$ cat src/rtl/enemy_bullet_pool.sv
// Alien projectile pool: schedules fire attempts, queries the fleet for a shooter,
// moves bullets once per frame, kills them at the bottom or on the paddle, and draws them.
module enemy_bullet_pool #(
    parameter int          NUM_BULLETS = 4,
    parameter int          FIRE_PERIOD = 48,
    parameter int          EB_SPEED    = 8,
    parameter int          HRES        = 1280,
    parameter int          VRES        = 720,
    parameter int          BULLET_W    = 4,
    parameter int          BULLET_H    = 16,
    parameter int          PADDLE_W    = 50,
    parameter int          PADDLE_H    = 20,
    parameter int          ENEMY_W     = 32,
    parameter int          ENEMY_H     = 28,
    parameter int          NUM_COLS    = 10,
    parameter logic [23:0] EB_COLOR    = 24'hFF0000,
    parameter logic [7:0]  LFSR_SEED   = 8'hA5
) (
    input  logic        clk,
    input  logic        rstn,
    input  logic        frame_tick,
    input  logic        game_active,
    input  logic [10:0] paddle_x,
    output logic        col_req,
    output logic [3:0]  col_idx,
    input  logic        col_rsp,
    input  logic        col_alive,
    input  logic [10:0] shooter_x,
    input  logic [9:0]  shooter_y,
    output logic        player_hit,
    input  logic [10:0] sx,
    input  logic [9:0]  sy,
    output logic        pix_on,
    output logic [23:0] pix_rgb
);
    localparam int               CNT_W     = $clog2(FIRE_PERIOD + 1);
    localparam logic [CNT_W-1:0] CNT_MAX   = CNT_W'(FIRE_PERIOD - 1);
    localparam logic [10:0]      SPAWN_DX  = 11'((ENEMY_W - BULLET_W) / 2);
    localparam logic [10:0]      SPAWN_DY  = 11'(ENEMY_H);
    localparam logic [11:0]      SPEED12   = 12'(EB_SPEED);
    localparam logic [11:0]      VRES12    = 12'(VRES);
    localparam logic [11:0]      HRES12    = 12'(HRES);
    localparam logic [11:0]      PAD_TOP12 = 12'(VRES - PADDLE_H);
    localparam logic [11:0]      PAD_W12   = 12'(PADDLE_W);
    localparam logic [11:0]      BW12      = 12'(BULLET_W);
    localparam logic [11:0]      BH12      = 12'(BULLET_H);

    typedef enum logic {IDLE, REQ} state_t;

    state_t                 state_reg, state_next;
    logic [CNT_W-1:0]       frame_cnt_reg, frame_cnt_next;
    logic [3:0]             col_idx_reg, col_idx_next;
    logic [7:0]             lfsr_reg;
    logic                   player_hit_reg;
    logic                   pix_on_reg;
    logic                   spawn_en;

    logic [NUM_BULLETS-1:0] act_vec;
    logic [NUM_BULLETS-1:0] free_vec;
    logic [NUM_BULLETS-1:0] spawn_sel;
    logic [NUM_BULLETS-1:0] hit_vec;
    logic [NUM_BULLETS-1:0] cover_vec;

    logic [11:0]            sx12, sy12, paddle12;

    assign sx12     = {1'b0, sx};
    assign sy12     = {2'b00, sy};
    assign paddle12 = {1'b0, paddle_x};

    // Free-running column picker; keeps stepping even while the game is halted.
    always_ff @(posedge clk or negedge rstn) begin
        if (!rstn) begin
            lfsr_reg <= LFSR_SEED;
        end else begin
            lfsr_reg <= {lfsr_reg[6:0], lfsr_reg[7] ^ lfsr_reg[5] ^ lfsr_reg[4] ^ lfsr_reg[3]};
        end
    end

    // Isolate the lowest free slot so a spawn always fills from index 0 upward.
    assign free_vec  = ~act_vec;
    assign spawn_sel = free_vec & (~free_vec + NUM_BULLETS'(1));

    always_ff @(posedge clk or negedge rstn) begin
        if (!rstn) begin
            state_reg     <= IDLE;
            frame_cnt_reg <= '0;
            col_idx_reg   <= '0;
        end else begin
            state_reg     <= state_next;
            frame_cnt_reg <= frame_cnt_next;
            col_idx_reg   <= col_idx_next;
        end
    end

    always_comb begin
        state_next     = state_reg;
        frame_cnt_next = frame_cnt_reg;
        col_idx_next   = col_idx_reg;
        spawn_en       = 1'b0;
        if (!game_active) begin
            state_next     = IDLE;
            frame_cnt_next = '0;
        end else begin
            case (state_reg)
                IDLE: begin
                    if (frame_tick) begin
                        if (frame_cnt_reg == CNT_MAX) begin
                            // With the pool full the counter stays saturated, so every later tick retries.
                            if (|free_vec) begin
                                state_next     = REQ;
                                frame_cnt_next = '0;
                                col_idx_next   = 4'(lfsr_reg % 8'(NUM_COLS));
                            end
                        end else begin
                            frame_cnt_next = frame_cnt_reg + CNT_W'(1);
                        end
                    end
                end
                REQ: begin
                    if (col_rsp) begin
                        state_next = IDLE;
                        spawn_en   = col_alive;
                    end
                end
                default: state_next = IDLE;
            endcase
        end
    end

    for (genvar gi = 0; gi < NUM_BULLETS; gi++) begin : g_slot
        logic        act_reg, act_next;
        logic [10:0] x_reg, x_next;
        logic [10:0] y_reg, y_next;
        logic [11:0] x12, y12, y_step;
        logic        written, move, at_bottom, in_paddle_rows, over_paddle;

        assign x12            = {1'b0, x_reg};
        assign y12            = {1'b0, y_reg};
        assign y_step         = y12 + SPEED12;
        assign written        = spawn_en && spawn_sel[gi];
        assign move           = frame_tick && act_reg && !written;
        assign at_bottom      = y_step >= VRES12;
        assign in_paddle_rows = (y_step + BH12) > PAD_TOP12;
        assign over_paddle    = (x12 < paddle12 + PAD_W12) && (x12 + BW12 > paddle12);
        assign hit_vec[gi]    = move && !at_bottom && in_paddle_rows && over_paddle;
        assign act_vec[gi]    = act_reg;
        assign cover_vec[gi]  = act_reg && (sx12 < HRES12)
                                && (sx12 >= x12) && (sx12 < x12 + BW12)
                                && (sy12 >= y12) && (sy12 < y12 + BH12);

        always_comb begin
            act_next = act_reg;
            x_next   = x_reg;
            y_next   = y_reg;
            if (!game_active) begin
                act_next = 1'b0;
            end else if (written) begin
                act_next = 1'b1;
                x_next   = shooter_x + SPAWN_DX;
                y_next   = {1'b0, shooter_y} + SPAWN_DY;
            end else if (move) begin
                if (at_bottom || hit_vec[gi]) begin
                    act_next = 1'b0;
                end else begin
                    y_next = y_step[10:0];
                end
            end
        end

        always_ff @(posedge clk or negedge rstn) begin
            if (!rstn) begin
                act_reg <= 1'b0;
                x_reg   <= '0;
                y_reg   <= '0;
            end else begin
                act_reg <= act_next;
                x_reg   <= x_next;
                y_reg   <= y_next;
            end
        end
    end

    always_ff @(posedge clk or negedge rstn) begin
        if (!rstn) begin
            player_hit_reg <= 1'b0;
            pix_on_reg     <= 1'b0;
        end else begin
            player_hit_reg <= game_active && (|hit_vec);
            // Gated so a halted game never flashes the bullets it is about to clear.
            pix_on_reg     <= game_active && (|cover_vec);
        end
    end

    assign col_req    = (state_reg == REQ);
    assign col_idx    = col_idx_reg;
    assign player_hit = player_hit_reg;
    assign pix_on     = pix_on_reg;
    assign pix_rgb    = pix_on_reg ? EB_COLOR : 24'h000000;

endmodule
$ cat config.mk
export PLATFORM = sky130hd
export DESIGN_NAME = enemy_bullet_pool
export DESIGN_NICKNAME = d
export VERILOG_FILES = /design/src/rtl/enemy_bullet_pool.sv
export SDC_FILE = /design/constraint.sdc
export NUM_CORES = 1
export LEC_CHECK = 0
export CORE_UTILIZATION = 45
export DETAILED_ROUTE_END_ITERATION = 16
export PLACE_DENSITY = 0.75
export RECOVER_POWER = 100
export SLEW_MARGIN = 20
export SYNTH_ARGS = -nofsm -noshare
export SYNTH_HDL_FRONTEND = slang
export SYNTH_SLANG_ARGS = --single-unit
$ cat constraint.sdc
create_clock -name clk -period 8.4 [get_ports clk]
set_clock_uncertainty 0.1 [all_clocks]
set_input_delay 0.84 -clock clk [delete_from_list [all_inputs] [get_ports clk]]
set_output_delay 0.84 -clock clk [all_outputs]
set_load 0.02 [all_outputs]
==> results.ini <==
[sta]
drv_slew = 162
relSlewSlack = -1.37
max_freq_mhz = 177
finalCriticalPeriod_ps = 5660
worstMarginPinSlew_ps = 3550
post-route-period-util = 0.674
finalHoldViolCount = 0
whs_ps = 301
rsz0062_at_grt = no
tns_ps = 0
setup_violations = 0

[power]
p_leak_nw = 6.15
peakVddDrop_uv = 135
power.total_mw = 1.57
power_per_cell_area_mw_per_mm2 = 111

[layout]
fin_cells = 1976
fin_util = 0.519
post_route_cells_drive_above_1_share = 0.0318
num_antenna_cells = 0
num-nets-final = 1895
syn2layout_area_growth_pct = 11.8

[route]
first_iter_violations = 966
drt-total-wl_um = 37500
vias_per_cell = 5.94
routed-wl-met3_um = 2710
dr.pass1.iters = 5
drc = 0
num_vias = 11700
wl_met2_um = 16700
top_layer = met4
routedWlPerCell_um = 19.0
ant_nets = 0
wl_met1_um = 16800

[grt]
grt_pass1_wl_um = 59900
globalRouteOverflowTotal = 0
grt_max_degree = 64
antenna_found_initial = 0
grt_pass1_vias = 11500
grt.total_usage = 0.268

[placement]
gp_congestion = 0.953
dpl.cell_count = 1945
portBuffers = 73
place_hpwl_um = 29900

[yosys]
synth-seq-area-share = 0.224
synth_cell_types = 85
yosys_warnings = 0
syn_avg_cell_area_sq_um = 8.20
syn_inst = 1541
syn_area_sq_mm = 0.0126
ys_ff_latch = 113
async_flop_share = 1.00
synth_edf_count = 0
synth_top_flop_cell = dfrtp_1

[clock_network]
clk_latency_ps = 420
clockBufferDepth = 2
post_cts_buffers = 0
cts_hold_buf = 0
cts_buffers = 17
clkSlewWorstSetupHoldPaths_ps = 60
htree_levels = 4
cts_tree = built
cts_root_buf = clkbuf_16
clock_sinks = 113
cts_repair_resize_count = 0

[setup_path]
endpoint_kind = register
critical_path_required_ps = 8610
arrival_ps = 5870
crit_fanout = 15
timing_worst_setup_path_type = primary input to register
start_kind = primary input

[floorplan]
num_io_pins = 90
initial_core_util = 0.464
die-area_sq_mm = 0.0288
core_region_area_sq_mm = 0.0273
die_h_um = 170
rows = 60
fp.dieW_um = 170

[worst_hold_path]
min_path_type = register to register

[status]
violations = capacitance limit, slew limit
run_status = complete, but fails checks

[job]
maxCapViolCount = 4

-- worst paths after layout --
| check | from | endpoint | slack, ps | depth (start not counted) |
|---|---|---|---|---|
| setup / recovery | paddle_x[1] | g_slot[0].y_reg[7] | 2740 | 13 |
| hold / removal | lfsr_reg[0] | lfsr_reg[1] | 300 | 0 |
| setup reg to reg | g_slot[0].x_reg[2] | g_slot[0].y_reg[7] | 3030 | 13 |
| hold reg to reg | lfsr_reg[0] | lfsr_reg[1] | 300 | 0 |
| max in group asynchronous | rstn | g_slot[0].x_reg[1] | 2820 | 2 |
| min in group asynchronous | rstn | lfsr_reg[6] | 1520 | 1 |
-- metrics by stage --
step           worst slack [ps]  area [sq um]
2_1_floorplan              4530         12700
3_3_place_gp               3510         13600
3_5_place_dp               3450         13600
4_1_cts                    3870         14200
5_1_grt                    1930         14100
6_report                   2740         14100
-- cell usage in the layout (no fill, tap or decap), types with 7 or more instances in the layout --
master	count
mux2i_1	14
xnor2_1	78
nand4_1	30
o221ai_1	7
nor4_1	11
a31oi_1	16
o21a_1	20
clkbuf_1	8
clkdlybuf4s50_1	54
xor2_1	20
a211oi_1	24
o211ai_1	16
ha_1	244
nand2b_1	13
nand3_1	63
dfrtp_1	109
dlygate4sd3_1	18
o21ai_0	121
nand2_1	154
clkbuf_16	17
o31ai_1	8
nor2_1	91
a21oi_1	70
conb_1	16
a21o_1	14
and4_1	8
nor2b_1	16
or3_1	9
and3_1	9
a2111oi_0	12
nor3_1	30
inv_1	161
-- power by group --
part / leakage (nW) / total [mW] / internal, mW / switching, mW
Sequential: 1.45 / 0.550 / 0.547 / 0.00340
Combinational: 4.39 / 0.242 / 0.0925 / 0.150
Clock: 0.301 / 0.781 / 0.516 / 0.264
Total: 6.15 / 1.57 / 1.16 / 0.417
-- synthesized netlist by cell type (all sizes together), types with 14 or more instances --
| library cell | count | area [sq um] |
|---|---|---|
| buf | 34 | 253 |
| a31oi | 16 | 100 |
| inv | 162 | 608 |
| clkbuf | 27 | 103 |
| nor2b | 16 | 100 |
| o21ai | 122 | 611 |
| mux2i | 14 | 140 |
| a211oi | 25 | 193 |
| nand3 | 63 | 315 |
| xor2 | 20 | 175 |
| nor3 | 31 | 160 |
| a21o | 14 | 105 |
| o21a | 21 | 159 |
| nor2 | 91 | 342 |
| ha | 244 | 3050 |
| nand4 | 30 | 188 |
| o211ai | 16 | 120 |
| a21oi | 70 | 350 |
| dfrtp | 109 | 2730 |
| xnor2 | 78 | 683 |
| nand2 | 154 | 578 |
-- cells by family (layout without fill, tap and decap cells) --
family                   after synthesis  in the layout  share of synthesized area
AND/OR/NAND/NOR                      462            462                      0.178
AO/OA/AOI/OAI                        382            382                      0.197
adder cells (fa/ha/maj)              244            244                      0.242
buffers and inverters                224            272                     0.0770
flip-flops                           113            113                      0.224
XOR/XNOR                              98             98                     0.0679
multiplexers                          17             17                     0.0138
other                                  1             16                   0.000297
-- worst max-delay path, stage by stage --
cell,delay [ps]
dlygate4sd3_1,720
nand3_1,170
and3_1,240
nor3_1,240
nand3_1,140
xnor2_1,440
ha_1,260
a2111oi_0,70
o211ai_1,100
a2111oi_0,200
nor4_1,1840
mux2i_1,270
o221a_2,330
-- layer usage --
layer  vias up  GRT usage
li1       5614          -
met1      5640      0.359
met2       407      0.428
met3        83     0.0476
met4         0     0.0995
met5         -          0
-- layout make-up --
class	count	area, sq um
Clock buffer	21	470
Clock inverter	10	158
Fill cell	2544	13100
Inverter	162	608
Multi-Input combinational cell	1219	8850
Sequential cell	113	2830
Tap cell	372	465
Timing Repair Buffer	79	747
Note: power is estimated with default switching activity, not from simulation.
